--- config.mk ---
export PLATFORM = sky130hd
export DESIGN_NAME = spmv_kernel_scheduler
export DESIGN_NICKNAME = d
export VERILOG_FILES = /design/src/rtl/spmv_sched_pkg.sv /design/src/rtl/spmv_rr_arbiter.sv /design/src/rtl/spmv_kernel_scheduler.sv
export SDC_FILE = /design/constraint.sdc
export NUM_CORES = 1
export LEC_CHECK = 0
export ABC_CLOCK_PERIOD_IN_PS = 5200
export CAP_MARGIN = 15
export CORE_AREA = 2 2 358 360
export DETAILED_ROUTE_END_ITERATION = 10
export DIE_AREA = 0 0 360 362
export GPL_TIMING_DRIVEN = 0
export PLACE_DENSITY_LB_ADDON = 0.2
export SETUP_SLACK_MARGIN = 0.15
export SKIP_LAST_GASP = 1
export SYNTH_ARGS = -nofsm -noshare
export SYNTH_HDL_FRONTEND = slang
export SYNTH_SLANG_ARGS = --single-unit
--- constraint.sdc ---
create_clock -name aclk -period 5.2 [get_ports aclk]
set_input_delay 1.04 -clock aclk [delete_from_list [all_inputs] [get_ports aclk]]
set_output_delay 1.04 -clock aclk [all_outputs]
set_load 0.02 [all_outputs]
--- src/rtl/spmv_sched_pkg.sv ---
// Shared types and field positions for the SpMV kernel scheduler.
package spmv_sched_pkg;

  typedef enum logic [1:0] {
    ST_IDLE    = 2'd0,
    ST_PENDING = 2'd1,
    ST_RUN     = 2'd2,
    ST_DONE    = 2'd3
  } kern_state_t;

  localparam int CTRL_START_BIT   = 0;
  localparam int CTRL_ABORT_BIT   = 1;

  localparam int STAT_STATE_LSB   = 0;
  localparam int STAT_EMPTY_BIT   = 4;
  localparam int STAT_ABORTED_BIT = 5;
  localparam int STAT_LAUNCH_LSB  = 16;

  localparam int CFG_WORD_W       = 32;
  localparam int CFG_STRIDE       = 96;
  localparam int STAT_STRIDE      = 64;

  function automatic logic [31:0] pack_status(input kern_state_t st, input logic empty,
                                              input logic aborted, input logic [15:0] launch_cnt);
    logic [31:0] w;
    w = '0;
    w[STAT_STATE_LSB +: 2]   = st;
    w[STAT_EMPTY_BIT]        = empty;
    w[STAT_ABORTED_BIT]      = aborted;
    w[STAT_LAUNCH_LSB +: 16] = launch_cnt;
    return w;
  endfunction

endpackage

--- src/rtl/spmv_rr_arbiter.sv ---
// Round-robin one-hot arbiter; search starts one past the last grant.
module spmv_rr_arbiter #(
  parameter int N = 4
) (
  input  logic         aclk,
  input  logic         aresetn,
  input  logic [N-1:0] req,
  input  logic         en,
  output logic [N-1:0] grant
);

  localparam int PW = (N > 1) ? $clog2(N) : 1;

  logic [PW-1:0] ptr_q;
  logic [PW-1:0] ptr_nxt;
  logic [PW-1:0] idx;
  logic          found;

  always_comb begin
    grant   = '0;
    ptr_nxt = ptr_q;
    found   = 1'b0;
    idx     = '0;
    for (int k = 0; k < N; k++) begin
      idx = PW'((int'(ptr_q) + k) % N);
      if (en && !found && req[idx]) begin
        grant[idx] = 1'b1;
        found      = 1'b1;
        ptr_nxt    = PW'((int'(idx) + 1) % N);
      end
    end
  end

  always_ff @(posedge aclk) begin
    if (!aresetn) ptr_q <= '0;
    else          ptr_q <= ptr_nxt;
  end

endmodule

--- src/rtl/spmv_kernel_scheduler.sv ---
// Launches up to MAX_ACTIVE SpMV kernels at once from per-kernel config words.
module spmv_kernel_scheduler
  import spmv_sched_pkg::*;
#(
  parameter int CONF_NUM_KERNEL = 4,
  parameter int MAX_ACTIVE      = 2
) (
  input  logic                          aclk,
  input  logic                          aresetn,
  input  logic [96*CONF_NUM_KERNEL-1:0] config_wire,
  output logic [CONF_NUM_KERNEL-1:0]    kern_start,
  output logic [32*CONF_NUM_KERNEL-1:0] kern_row_num,
  output logic [32*CONF_NUM_KERNEL-1:0] kern_nnz_num,
  output logic [CONF_NUM_KERNEL-1:0]    kern_abort,
  input  logic [CONF_NUM_KERNEL-1:0]    kern_done,
  output logic [64*CONF_NUM_KERNEL-1:0] status_wire,
  output logic                          all_idle
);

  localparam int N  = CONF_NUM_KERNEL;
  localparam int CW = $clog2(N + 1);

  kern_state_t   state_q    [N];
  logic [31:0]   run_cnt_q  [N];
  logic [15:0]   launch_q   [N];
  logic [31:0]   row_cfg    [N];
  logic [31:0]   nnz_cfg    [N];
  logic [N-1:0]  start_now, abort_now, start_q, abort_q;
  logic [N-1:0]  start_edge, abort_edge;
  logic [N-1:0]  empty_q, aborted_q;
  logic [N-1:0]  req, grant;
  logic [CW-1:0] active_cnt;
  logic          grant_en;
  logic          ctrl_hi_unused;

  always_comb begin
    ctrl_hi_unused = 1'b0;
    for (int i = 0; i < N; i++) begin
      start_now[i]   = config_wire[CFG_STRIDE*i + CTRL_START_BIT];
      abort_now[i]   = config_wire[CFG_STRIDE*i + CTRL_ABORT_BIT];
      row_cfg[i]     = config_wire[CFG_STRIDE*i + CFG_WORD_W   +: 32];
      nnz_cfg[i]     = config_wire[CFG_STRIDE*i + 2*CFG_WORD_W +: 32];
      ctrl_hi_unused = ctrl_hi_unused ^ (^config_wire[CFG_STRIDE*i + 2 +: 30]);
    end
    start_edge = start_now & ~start_q;
    abort_edge = abort_now & ~abort_q;
  end

  // A slot is counted busy while its kernel is still in RUN, so a done frees it one cycle later
  always_comb begin
    active_cnt = '0;
    all_idle   = 1'b1;
    for (int i = 0; i < N; i++) begin
      active_cnt = active_cnt + CW'(state_q[i] == ST_RUN);
      req[i]     = (state_q[i] == ST_PENDING) && !abort_edge[i];
      if (state_q[i] == ST_PENDING || state_q[i] == ST_RUN) all_idle = 1'b0;
    end
    grant_en = (active_cnt < CW'(MAX_ACTIVE));
  end

  spmv_rr_arbiter #(.N(N)) u_arb (
    .aclk    (aclk),
    .aresetn (aresetn),
    .req     (req),
    .en      (grant_en),
    .grant   (grant)
  );

  always_ff @(posedge aclk) begin
    if (!aresetn) begin
      start_q      <= '1;
      abort_q      <= '1;
      empty_q      <= '0;
      aborted_q    <= '0;
      kern_start   <= '0;
      kern_abort   <= '0;
      kern_row_num <= '0;
      kern_nnz_num <= '0;
      for (int i = 0; i < N; i++) begin
        state_q[i]   <= ST_IDLE;
        run_cnt_q[i] <= '0;
        launch_q[i]  <= '0;
      end
    end else begin
      start_q    <= start_now;
      abort_q    <= abort_now;
      kern_start <= '0;
      kern_abort <= '0;
      for (int i = 0; i < N; i++) begin
        case (state_q[i])
          ST_IDLE, ST_DONE: begin
            if (start_edge[i] && !abort_edge[i]) begin
              if (row_cfg[i] == '0 || nnz_cfg[i] == '0) begin
                state_q[i] <= ST_DONE;
                empty_q[i] <= 1'b1;
              end else begin
                state_q[i]   <= ST_PENDING;
                empty_q[i]   <= 1'b0;
                aborted_q[i] <= 1'b0;
              end
            end
          end
          ST_PENDING: begin
            if (abort_edge[i]) begin
              state_q[i]   <= ST_DONE;
              aborted_q[i] <= 1'b1;
            end else if (grant[i]) begin
              state_q[i]                <= ST_RUN;
              kern_start[i]             <= 1'b1;
              kern_row_num[32*i +: 32]  <= row_cfg[i];
              kern_nnz_num[32*i +: 32]  <= nnz_cfg[i];
              run_cnt_q[i]              <= '0;
            end
          end
          ST_RUN: begin
            if (kern_done[i]) begin
              state_q[i]  <= ST_DONE;
              launch_q[i] <= launch_q[i] + 16'd1;
            end else if (run_cnt_q[i] != '1) begin
              run_cnt_q[i] <= run_cnt_q[i] + 32'd1;
            end
            if (abort_edge[i]) begin
              kern_abort[i] <= 1'b1;
              aborted_q[i]  <= 1'b1;
            end
          end
          default: state_q[i] <= ST_IDLE;
        endcase
      end
    end
  end

  always_comb begin
    for (int i = 0; i < N; i++) begin
      status_wire[STAT_STRIDE*i +: 32]      = pack_status(state_q[i], empty_q[i], aborted_q[i], launch_q[i]);
      status_wire[STAT_STRIDE*i + 32 +: 32] = run_cnt_q[i];
    end
  end

endmodule

* Word level (Yosys, flattened, before mapping)
Memories as Yosys holds them, arrays and structs flattened.
Cells that the tools add are included.
** Operators by class
- Add/subtract/negate cells :: 17
- Order comparisons :: 9
- Eq/ne operators :: 28
- Mux-type cells :: 192
- Bitwise logic cells :: 43
- Reduce and logical (&&, ||, !) cells :: 71
** Operators by type and width (number)
- logical NOT 32 bit :: 8
- 2-to-1 mux 32 bit :: 8
- 2-to-1 mux 1 bit :: 140
- adder 32 x 1 -> 32 bit, second input constant :: 4
- inequality test 32 bit, second input constant :: 4
- adder 16 x 1 -> 16 bit, second input constant :: 4
- 2-to-1 mux 16 bit :: 4
- 2-to-1 mux 2 bit :: 24
- bitwise OR 1 bit :: 32
- AND reduction 3 bit :: 8
- logical AND 1 bit :: 19
- equality test 2 bit, second input constant :: 8
- 2-to-1 mux 4 bit :: 4
- inequality test 2 bit, second input constant :: 8
- AND reduction 2 bit :: 8
- OR reduction 2 bit :: 8
- < comparator 2 x 3 -> 1 bit, second input constant :: 4
- bitwise OR 4 bit :: 3
- adder 2 x 1 -> 2 bit, second input constant :: 4
- bitwise AND 4 bit :: 2
- binary-select mux 1 bit (select 2 bit) :: 4
- demux 1 bit (select 2 bit) :: 4
- equality test 2 x 1 -> 1 bit, second input constant :: 4
- greater-or-equal comparator 2 x 1 -> 1 bit, second input constant :: 4
- 13 further kinds :: 40
** Storage, ports and cells
- Register bits :: 282
- Bits in writable memories :: 200
- Bits of input ports :: 390
- Word-level logic and storage cells :: 387
- Memories :: 3
** Memory list
- run_cnt_q :: depth 4, bits a word 32, read ports 4, clocked after Yosys merged registers in 0, write ports 4, line spmv_kernel_scheduler.sv:24 : logic [31:0] run_cnt_q [N];
- launch_q :: depth 4, bits a word 16, read ports 4, clocked after Yosys merged registers in 0, write ports 4, line spmv_kernel_scheduler.sv:25 : logic [15:0] launch_q [N];
- state_q :: depth 4, bits a word 2, read ports 4, clocked after Yosys merged registers in 0, write ports 4, line spmv_kernel_scheduler.sv:23 : kern_state_t state_q [N];

* Depth between registers and ports, before layout
Gate-level depths: netlist of the first run.
- Depth in word-level cells :: 27
- Depth in mapped cells :: 14

* By module
From an unflattened synthesis of the first run, not the netlist that was laid out.
** Unflattened totals
- Cell total of the unflattened synthesis :: 2003
- Area total of the unflattened synthesis :: 20789.9 µm²
** By module, submodules not included
- spmv_kernel_scheduler :: instances 1, cells an instance 1953, area each 20310.7 µm²
- spmv_rr_arbiter :: instances 1, cells an instance 50, area each 479.2 µm²

* Least setup slack after synthesis of the first run
Ideal clock, no wire load.
- Path kind :: register to register
- Start point :: memory state_q[0][0] (netlist name)
- End point :: memory run_cnt_q[0][0] (enable)
- Arrival time :: 3.786 ns
- Data required time :: 4.805 ns
- Setup slack :: 1.018 ns
- Stages on the path, launching flop included :: 15
- Buffers on the path :: 4
- Period minus slack after synthesis :: 4.182 ns
- Cells stage by stage :: edfxtp_1 -> inv_1 -> ha_1 -> clkbuf_1 -> xor2_1 -> ha_1 -> a221oi_1 -> o21ai_1 -> nor4_4 -> nand2_1 -> a31oi_1 -> buf_2 -> buf_4 -> buf_6 -> nand3b_1
** RTL lines (line)
- start, declared :: spmv_kernel_scheduler.sv:23
- end, declared :: spmv_kernel_scheduler.sv:24

==> flow_metrics.env, run 1 <==
export IMPL_status="completed"
export IMPL_synth_warning_count=0
export IMPL_fillCellCount=13570
export IMPL_synth_area_mm2=0.02276
export IMPL_cts_buffers=67
export IMPL_clk_latency_ns=0.65
export IMPL_swShare_pct=30.70
export IMPL_fin_cells=4955
export IMPL_critPathLaunchType="register"
export IMPL_internal_power_mw=8.163
export IMPL_grt_ovfl_total=0
export IMPL_final_net_count=3657
export IMPL_timing_fmax_mhz=210.3
export IMPL_max_cap_viol_count=0
export IMPL_cts_tree="done"
export IMPL_pwr_share_clk_pct=39.8
export IMPL_hold_buffers=0
export IMPL_required_ns=5.53
export IMPL_antenna_found_initial=21
export IMPL_regArea_mm2=0.01165
export IMPL_hold_viol=0
export IMPL_root_buffer="clkbuf_16"
export IMPL_setup_violations=0
export IMPL_ant_nets=0
export IMPL_power_density_mw_per_mm2=337.5
export IMPL_place_inst=4826
export IMPL_grt_use_total_pct=16.26
export IMPL_relSlewSlack_pct=25.33
export IMPL_areaGrowthSynthToFinish_pct=53.30
export IMPL_die_h_um=362
export IMPL_start_util_pct=17.97
export IMPL_irDropWorstVdd_uv=192.4
export IMPL_finalWirelength_mm=110.1
export IMPL_crit_fanout=16
export IMPL_synth_ff_type="dfxtp_1"
export IMPL_first_iter_violations=877
export IMPL_p_total_mw=11.78
export IMPL_synth_edf_count=200
export IMPL_post_dp_hpwl_mm=89.04
export IMPL_r2r_cells=15
export IMPL_avgSynthCellArea_um2=9.613
export IMPL_io_pins=911
export IMPL_grt_max_degree=19
export IMPL_r2r_slack_ns=0.45
export IMPL_ys_seq_area_share_pct=51.18
export IMPL_final_cell_mix="741 x clkdlybuf4s50_1, 616 x nand2_1, 282 x dfxtp_1"
export IMPL_die_area_mm2=0.1303
export IMPL_avgRoutedWirePerCell_um=22.23
export IMPL_path_clk_slew_ns=0.05
export IMPL_finalCriticalPeriod_ns=4.754
export IMPL_p_seq_share_pct=38.8
export IMPL_path_class="register to register"
export IMPL_yosys_top_cells_area="edfxtp_1 26%, dfxtp_1 25%, mux2i_1 11%"
export IMPL_end_kind="register"
export IMPL_tightest_slew_ns=1.120
export IMPL_multiInputGateArea_mm2=0.01026
export IMPL_worstHoldPathType="register to register"
export IMPL_drt_pass1_iter_count=5
export IMPL_crit_arrival_ns=5.08
export IMPL_synthArstFlopShare_pct=0
export IMPL_die_w_um=360
export IMPL_grt_pass1_wl_mm=151.8
export IMPL_max_clock_path_buffers=3
export IMPL_cellLeakagePower_nw=11.97
export IMPL_synthCells=2368
export IMPL_slew_violations=0
export IMPL_synth_top_cell_by_area="edfxtp_1"
export IMPL_drc=0
export IMPL_power_frac_comb_pct=21.4
export IMPL_gp_congestion=0.8663
export IMPL_portBuffers=741
export IMPL_p_switching_mw=3.617
export IMPL_ys_ff_latch=482
export IMPL_ys_types=54
export IMPL_htreeDepth=3
export IMPL_cts_sinks=482
export IMPL_rsz0062_at_grt="false"
export IMPL_final_common_cell="clkdlybuf4s50_1"
export IMPL_core_region_area_mm2=0.1267
export IMPL_finalClockSkew_ns=0.03664
export IMPL_vias=20170
export IMPL_via_per_inst=4.070
export IMPL_row_count=131
export IMPL_fin_crit_sh_pct=91.43
export IMPL_hold_depth=2
export IMPL_hold_ws_ns=0.4530
export IMPL_synth_top_area_share_pct=26.38
export IMPL_first_global_vias=20270
export IMPL_drive_gt1_share_pct=6.713
## final timing paths
| check | from | endpoint |
|---|---|---|
| hold reg to reg | kern_row_num[103] | kern_row_num[103] |
| setup reg to reg | state_q[0][0] | run_cnt_q[3][16] |
| hold / removal | kern_row_num[103] | kern_row_num[103] |
| setup / recovery | state_q[0][0] | run_cnt_q[3][16] |
## synth_stat cells (all sizes together) (5+ instances only)
| cell | number |
|---|---|
| a21oi | 16 |
| and2 | 17 |
| and3 | 36 |
| and4 | 15 |
| buf | 84 |
| clkbuf | 81 |
| dfxtp | 282 |
| edfxtp | 200 |
| ha | 26 |
| inv | 29 |
| mux2i | 257 |
| nand2 | 616 |
| nand2b | 18 |
| nand3 | 67 |
| nand3b | 6 |
| nand4 | 54 |
| nand4b | 5 |
| nor2 | 226 |
| nor2b | 8 |
| nor3 | 17 |
| nor4 | 68 |
| o21ai | 21 |
| or2 | 6 |
| or3 | 11 |
| xnor2 | 55 |
| xor2 | 112 |
## repair_timing
action                                  in CTS  in global routing
pin swaps                                    1                  0
setup buffers                                8                  0
resized for setup                            4                  1
endpoints found under the setup margin     123                 16
## final cells by class
cell class	instances	area share, %
Sequential cell	482	33.39
Multi-Input combinational cell	1739	29.41
Timing Repair Buffer	757	21.90
Tap cell	1662	5.959
Clock buffer	95	5.600
Buffer	165	2.703
Clock inverter	25	0.7206
Inverter	29	0.3119
Antenna cell	1	0.007171
## sequential cells by signal, indices dropped and copies added, names as in the netlist
name,flops
kern_nnz_num,128
kern_row_num,128
run_cnt_q,128
launch_q,64
state_q,8
abort_q,4
aborted_q,4
empty_q,4
kern_abort,4
kern_start,4
start_q,4
u_arb.ptr_q,2
## worst max-delay path, stage by stage (launching register included)
cell      delay (ns)
edfxtp_1        0.42
inv_1           0.08
ha_1            0.15
clkbuf_1        0.33
xor2_1          0.19
ha_1            0.26
a221oi_2        0.39
o21ai_1         0.29
nor3b_4         0.42
nand2_1         0.12
a31oi_2         0.37
buf_2           0.32
buf_4           0.34
nand3b_1        0.36
buf_8           0.22
buf_16          0.17
## routing by layer
layer,global-route usage [%],vias up,routed length (um)
met4,8.997,28,6515
met3,6.869,200,10260
met5,0,-,177
met2,26.91,647,51350
met1,17.51,9533,41830
li1,-,9760,-
## stage by stage
| stage | TNS, ns | worst slack (ns) | utilization (%) | area (um2) |
|---|---|---|---|---|
| floorplan | 0 | 1.018 | - | 22940 |
| global placement | -137.78 | -1.305 | 25.60 | 32440 |
| detailed placement | -42.09 | -0.5912 | 25.71 | 32580 |
| CTS | 0 | 0.3566 | 27.54 | 34890 |
| global route | 0 | 0.2266 | 27.54 | 34900 |
| finish | 0 | 0.4456 | 27.54 | 34900 |
## power groups by stage
stage | clock, mW | sequential (mW) | combinational [mW]
finish | 4.69 | 4.56 | 2.52
global route | 4.99 | 4.61 | 2.69
CTS | 4.88 | 4.57 | 2.58
detailed placement | 0 | 4.65 | 2.54
global placement | 0 | 4.65 | 2.51
floorplan | 0 | 4.92 | 0.885
## kinds of logic (layout without fill, tap and decap cells)
| group | count (synthesis) | after routing | share of synthesized area [%] |
|---|---|---|---|
| buffers and inverters | 194 | 1071 | 4.595 |
| AOI/OAI and AO/OA | 64 | 64 | 1.748 |
| muxes | 260 | 260 | 11.60 |
| and+or+nand+nor | 1174 | 1174 | 23.01 |
| other | 1 | 49 | 0.01647 |
| adders and majority gates | 26 | 26 | 1.429 |
| xor gates and xnor gates | 167 | 167 | 6.425 |
| DFF | 482 | 482 | 51.18 |
Note: power is estimated with default switching activity, not from simulation.
==> run 2, diff against run 1 <==
Settings changed: ABC_CLOCK_PERIOD_IN_PS 5200 to 4000, CORE_AREA 2 2 358 360 to 2 2 354 356, DIE_AREA 0 0 360 362 to 0 0 356 358.
Clock period 5.2 ns to 4 ns, I/O delays scaled along.
==> run 2 against run 1 <==
First-iteration DRC count grew 10%. Final area grew 1.2%. Cell count grew 0.18%. Largest cell class unchanged. Via count grew 0.34%. Highest routed layer unchanged. Worst hold slack gained 0.0016 ns. Clock-buffer cell count grew 4. Largest power group unchanged.
==> flow_metrics.env, run 2 (synthesis results as in run 1) <==
export IMPL_die_h_um=358
export IMPL_first_iter_violations=966
export IMPL_wl_met1_mm=40.86
export IMPL_core_region_area_mm2=0.1233
export IMPL_wl_met2_mm=52.44
export IMPL_htreeDepth=3
export IMPL_clk_latency_ns=0.63
export IMPL_wl_met3_mm=9.442
export IMPL_relSlewSlack_pct=33.08
export IMPL_post_dp_hpwl_mm=85.77
export IMPL_post_dp_cell_area_mm2=0.03259
export IMPL_top_layer="met5"
export IMPL_io_pins=911
export IMPL_grt_ovfl_total=0
export IMPL_timing_fmax_mhz=275.3
export IMPL_start_util_pct=18.46
export IMPL_hold_viol=0
export IMPL_cellLeakagePower_nw=12.21
export IMPL_finalCriticalPeriod_ns=3.632
export IMPL_die_w_um=356
export IMPL_worstHoldPathType="register to register"
export IMPL_crit_fanout=16
export IMPL_critPathLaunchType="primary input"
export IMPL_finalClockSkew_ns=0.02897
export IMPL_avgRoutedWirePerCell_um=21.51
export IMPL_first_global_vias=20290
export IMPL_tns_ns=0
export IMPL_root_buffer="clkbuf_16"
export IMPL_drt_pass1_iter_count=5
export IMPL_rsz0062_at_grt="false"
export IMPL_power_density_mw_per_mm2=439.8
export IMPL_setup_violations=0
export IMPL_reg_largest_list="kern_nnz_num x128, kern_row_num x128, run_cnt_q x128"
export IMPL_cts_buffers=66
export IMPL_status="completed"
export IMPL_drc=0
export IMPL_max_cap_viol_count=0
export IMPL_end_kind="register"
export IMPL_fin_crit_sh_pct=90.80
export IMPL_gp_congestion=0.8649
export IMPL_required_ns=4.35
export IMPL_grt_max_degree=19
export IMPL_grt_pass1_wl_mm=147.7
export IMPL_place_inst=4801
export IMPL_final_common_cell="clkdlybuf4s50_1"
export IMPL_crit_arrival_ns=3.98
export IMPL_row_count=129
export IMPL_path_class="primary input to register"
export IMPL_path_clk_slew_ns=0.06
export IMPL_design_area_mm2=0.03533
export IMPL_grt_use_total_pct=16.05
export IMPL_cts_tree="done"
export IMPL_irDropWorstVdd_uv=241.9
export IMPL_cts_sinks=482
export IMPL_fin_cells=4964
export IMPL_max_clock_path_buffers=3
export IMPL_die_area_mm2=0.1274
export IMPL_ant_nets=0
export IMPL_vias=20240
export IMPL_finalWirelength_mm=106.8
export IMPL_areaGrowthSynthToFinish_pct=55.19
export IMPL_drive_gt1_share_pct=7.852
export IMPL_hold_buffers=0
export IMPL_final_cell_mix="741 x clkdlybuf4s50_1, 615 x nand2_1, 281 x dfxtp_1"
export IMPL_via_per_inst=4.077
export IMPL_slew_violations=0
export IMPL_final_net_count=3689
export IMPL_tightest_slew_ns=1.004
export IMPL_portBuffers=741
export IMPL_antenna_found_initial=25
-- run 2: worst paths after layout --
path	startpoint	slack (ns)	cells after the start	to
max	config_wire[193]	0.37	15	run_cnt_q[2][22]
min	kern_nnz_num[91]	0.45	2	kern_nnz_num[91]
max reg2reg	state_q[0][0]	0.38	17	run_cnt_q[1][31]
min reg2reg	kern_nnz_num[91]	0.45	2	kern_nnz_num[91]
-- run 2: stage by stage --
| stage | utilization [%] | power, mW | hold slack (ns) | setup slack [ns] |
|---|---|---|---|---|
| 4_1_cts | 28.53 | 15.80 | 0.4561 | 0.1612 |
| 5_1_grt | 28.65 | 16.22 | 0.4693 | 0.1272 |
| 2_1_floorplan | - | 7.567 | 0.5030 | 0.08115 |
| 3_3_place_gp | 26.31 | 9.317 | 0.4406 | -2.269 |
| 6_report | 28.65 | 15.54 | 0.4546 | 0.3681 |
| 3_5_place_dp | 26.42 | 9.338 | 0.4454 | -1.292 |
-- run 2: what timing repair did --
item                       CTS  global route
gates resized for setup     31             5
hold endpoints to repair     0             0
setup endpoints to repair  247           157
pin swaps                    6             6
buffers inserted            27            13
-- run 2: report_power, final --
part	switching [mW]	internal, mW
sequential	0.379	5.56
combinational	1.85	1.56
clock	2.46	3.73
total	4.69	10.8
-- run 2: cell type report --
cell class	instances	area, um2
fillers	13130	87980
flip-flops and latches	482	11650
multi-input cells	1739	10330
repair buffers	790	7914
well taps	1637	2048
clock buffers	99	1959
plain buffers	165	1040
clock inverters	20	272.8
inverters	29	108.9
diodes	3	7.507
-- run 2: worst max-delay path, cell delays in order --
cell and delay [ns]:
clkdlybuf4s50_1 0.54, nand2b_4 0.11, and2_1 0.18, mux4_2 0.52, nor3b_4 0.18, buf_4 0.14, buf_4 0.12, a211oi_2 0.28
a21oi_4 0.11, buf_12 0.16, buf_16 0.13, buf_16 0.13, nand3b_1 0.21, buf_8 0.19, buf_12 0.15
-- run 2: layer usage --
layer / global-route usage [%] / vias to the layer above
met1: 17.46 / 9587
met3: 6.382 / 168
li1: - / 9815
met5: 0 / -
met4: 6.101 / 36
met2: 27.97 / 630
==> run 3, diff against run 2 <==
Settings changed: GPL_TIMING_DRIVEN 0 to default.
==> run 3 against run 2 <==
Clock power shrank 7.8%. Worst setup slack better by 0.19 ns. Core utilization down 0.96 points. Cell count decreased by 3.5%. Die area did not move. Flip-flop and latch count unchanged. Clock-buffer cell count is 7 lower. Combinational power shrank 7.6%. Wire length down 12%. Maximum frequency up 5.7%.
==> flow_metrics.env, run 3 (synthesis results as in run 1) <==
export IMPL_cellLeakagePower_nw=11.51
export IMPL_tns_ns=0
export IMPL_hold_buffers=0
export IMPL_tightest_slew_ns=1.078
export IMPL_start_util_pct=18.46
export IMPL_end_kind="register"
export IMPL_post_dp_hpwl_mm=73.17
export IMPL_path_class="register to register"
export IMPL_power_density_mw_per_mm2=432.9
export IMPL_pwr_share_clk_pct=38.7
export IMPL_required_ns=4.58
export IMPL_crit_fanout=24
export IMPL_die_h_um=358
export IMPL_worst_path_stages=11
export IMPL_first_iter_violations=1068
export IMPL_cts_tree="done"
export IMPL_drt_pass1_iter_count=5
export IMPL_reg_largest_list="kern_nnz_num x128, kern_row_num x128, run_cnt_q x128"
export IMPL_cts_sinks=482
export IMPL_row_count=129
export IMPL_grt_max_degree=211
export IMPL_cp_top_family="compound AO/OA/AOI/OAI gates"
export IMPL_cts_buffers=67
export IMPL_grt_ovfl_total=0
export IMPL_p_switching_mw=4.563
export IMPL_path_clk_slew_ns=0.05
export IMPL_crit_arrival_ns=4.02
export IMPL_p_seq_share_pct=40.0
export IMPL_slew_violations=0
export IMPL_fin_crit_sh_pct=85.93
export IMPL_core_region_area_mm2=0.1233
export IMPL_r2r_cells=11
export IMPL_grt_use_total_pct=14.15
export IMPL_rsz0062_at_grt="false"
export IMPL_avgRoutedWirePerCell_um=19.71
export IMPL_critPathLaunchType="register"
export IMPL_clk_latency_ns=0.66
export IMPL_io_pins=911
export IMPL_relSlewSlack_pct=28.14
export IMPL_setup_violations=0
export IMPL_cp_slowest_cell="edfxtp_1"
export IMPL_finalWirelength_mm=94.40
export IMPL_critPathMaxStageDelay_ns=0.46
export IMPL_areaGrowthSynthToFinish_pct=49.98
export IMPL_final_cell_mix="741 x clkdlybuf4s50_1, 616 x nand2_1, 282 x dfxtp_1"
export IMPL_finalCriticalPeriod_ns=3.437
export IMPL_ant_nets=0
export IMPL_swShare_pct=30.88
export IMPL_final_net_count=3521
export IMPL_first_global_vias=19230
export IMPL_finalClockSkew_ns=0.02738
export IMPL_via_per_inst=4.019
export IMPL_hold_ws_ns=0.4540
export IMPL_final_common_cell="clkdlybuf4s50_1"
export IMPL_design_area_mm2=0.03414
export IMPL_path_cells="ha_1, xor2_1, ha_1, a221oi_2, o21ai_2, nor3b_4, nand2_1, a31oi_4, buf_12, buf_12, mux2i_1"
export IMPL_internal_power_mw=10.22
export IMPL_irDropWorstVdd_uv=264.7
export IMPL_max_clock_path_buffers=3
export IMPL_power_frac_comb_pct=21.3
export IMPL_htreeDepth=3
export IMPL_root_buffer="clkbuf_16"
export IMPL_hold_viol=0
export IMPL_antenna_found_initial=24
export IMPL_max_cap_viol_count=0
export IMPL_status="completed"
export IMPL_drc=0
export IMPL_gp_congestion=0.8014
export IMPL_worstHoldPathType="register to register"
export IMPL_timing_fmax_mhz=290.9
export IMPL_die_area_mm2=0.1274
export IMPL_vias=19250
export IMPL_portBuffers=742
export IMPL_hold_depth=2
export IMPL_die_w_um=356
export IMPL_critical_path_buf_inv_count=2
export IMPL_post_dp_cell_area_mm2=0.03209
export IMPL_drive_gt1_share_pct=5.175
export IMPL_post_cts_buffers=0
export IMPL_grt_pass1_wl_mm=132.6
export IMPL_cts_resized=0
run 3: cell count changes in the layout (fill, tap and decap cells not counted), sizes merged:
cell      previous run  this run
clkinv              10        16
clkbuf             180        92
clkinvlp             2         3
bufinv               5         0
buf                133        45
run 3: path summary, 6_finish.rpt:
| check | from | end | slack, ns |
|---|---|---|---|
| setup / recovery | state_q[1][1] | kern_nnz_num[5] | 0.56 |
| hold / removal | kern_row_num[9] | kern_row_num[9] | 0.45 |
| setup reg to reg | state_q[1][1] | kern_nnz_num[5] | 0.56 |
| hold reg to reg | kern_row_num[9] | kern_row_num[9] | 0.45 |
run 3: stage by stage:
step | total power, mW | cells | util (%) | setup WS [ns]
3_3_place_gp | 9.231 | 4673 | 26.02 | 0.05406
3_5_place_dp | 9.220 | 4673 | 26.02 | 0.03883
4_1_cts | 15.12 | 4787 | 27.68 | 0.4908
6_report | 14.78 | 4790 | 27.69 | 0.5628
5_1_grt | 15.47 | 4788 | 27.68 | 0.3544
2_1_floorplan | 7.567 | 2415 | - | 0.08115
run 3: worst reg2reg max path, stage by stage (launching register included):
cell	delay [ns]
edfxtp_1	0.46
ha_1	0.26
xor2_1	0.17
ha_1	0.29
a221oi_2	0.41
o21ai_2	0.20
nor3b_4	0.39
nand2_1	0.16
a31oi_4	0.28
buf_12	0.26
buf_12	0.28
mux2i_1	0.23
run 3: layout make-up:
cell class                 count  area, um2
multi-input combinational   1739      10320
tap                         1637       2048
clock inverter                22      206.4
clock buffer                  92       1841
antenna                        3      7.507
timing repair buffer         786       7963
inverter                      29      108.9
fill                       13100      89170
sequential                   482      11650
run 3: per-layer routing:
metal / up-vias / share of wire (%) / global-route usage [%]
met4: 36 / 2.8 / 4.228
met5: - / 0.24 / 0
met1: 9018 / 40 / 15.85
li1: 9479 / - / -
met3: 147 / 8.6 / 5.975
met2: 571 / 49 / 24.34
run 3: power groups by stage:
stage | registers [mW] | logic [mW] | clock network, mW
after CTS | 5.92 | 3.21 | 5.98
final | 5.92 | 3.15 | 5.71
after global placement | 6.02 | 3.21 | 0
after floorplan | 6.40 | 1.17 | 0
after global routing | 5.98 | 3.37 | 6.12
after detailed placement | 6.02 | 3.20 | 0
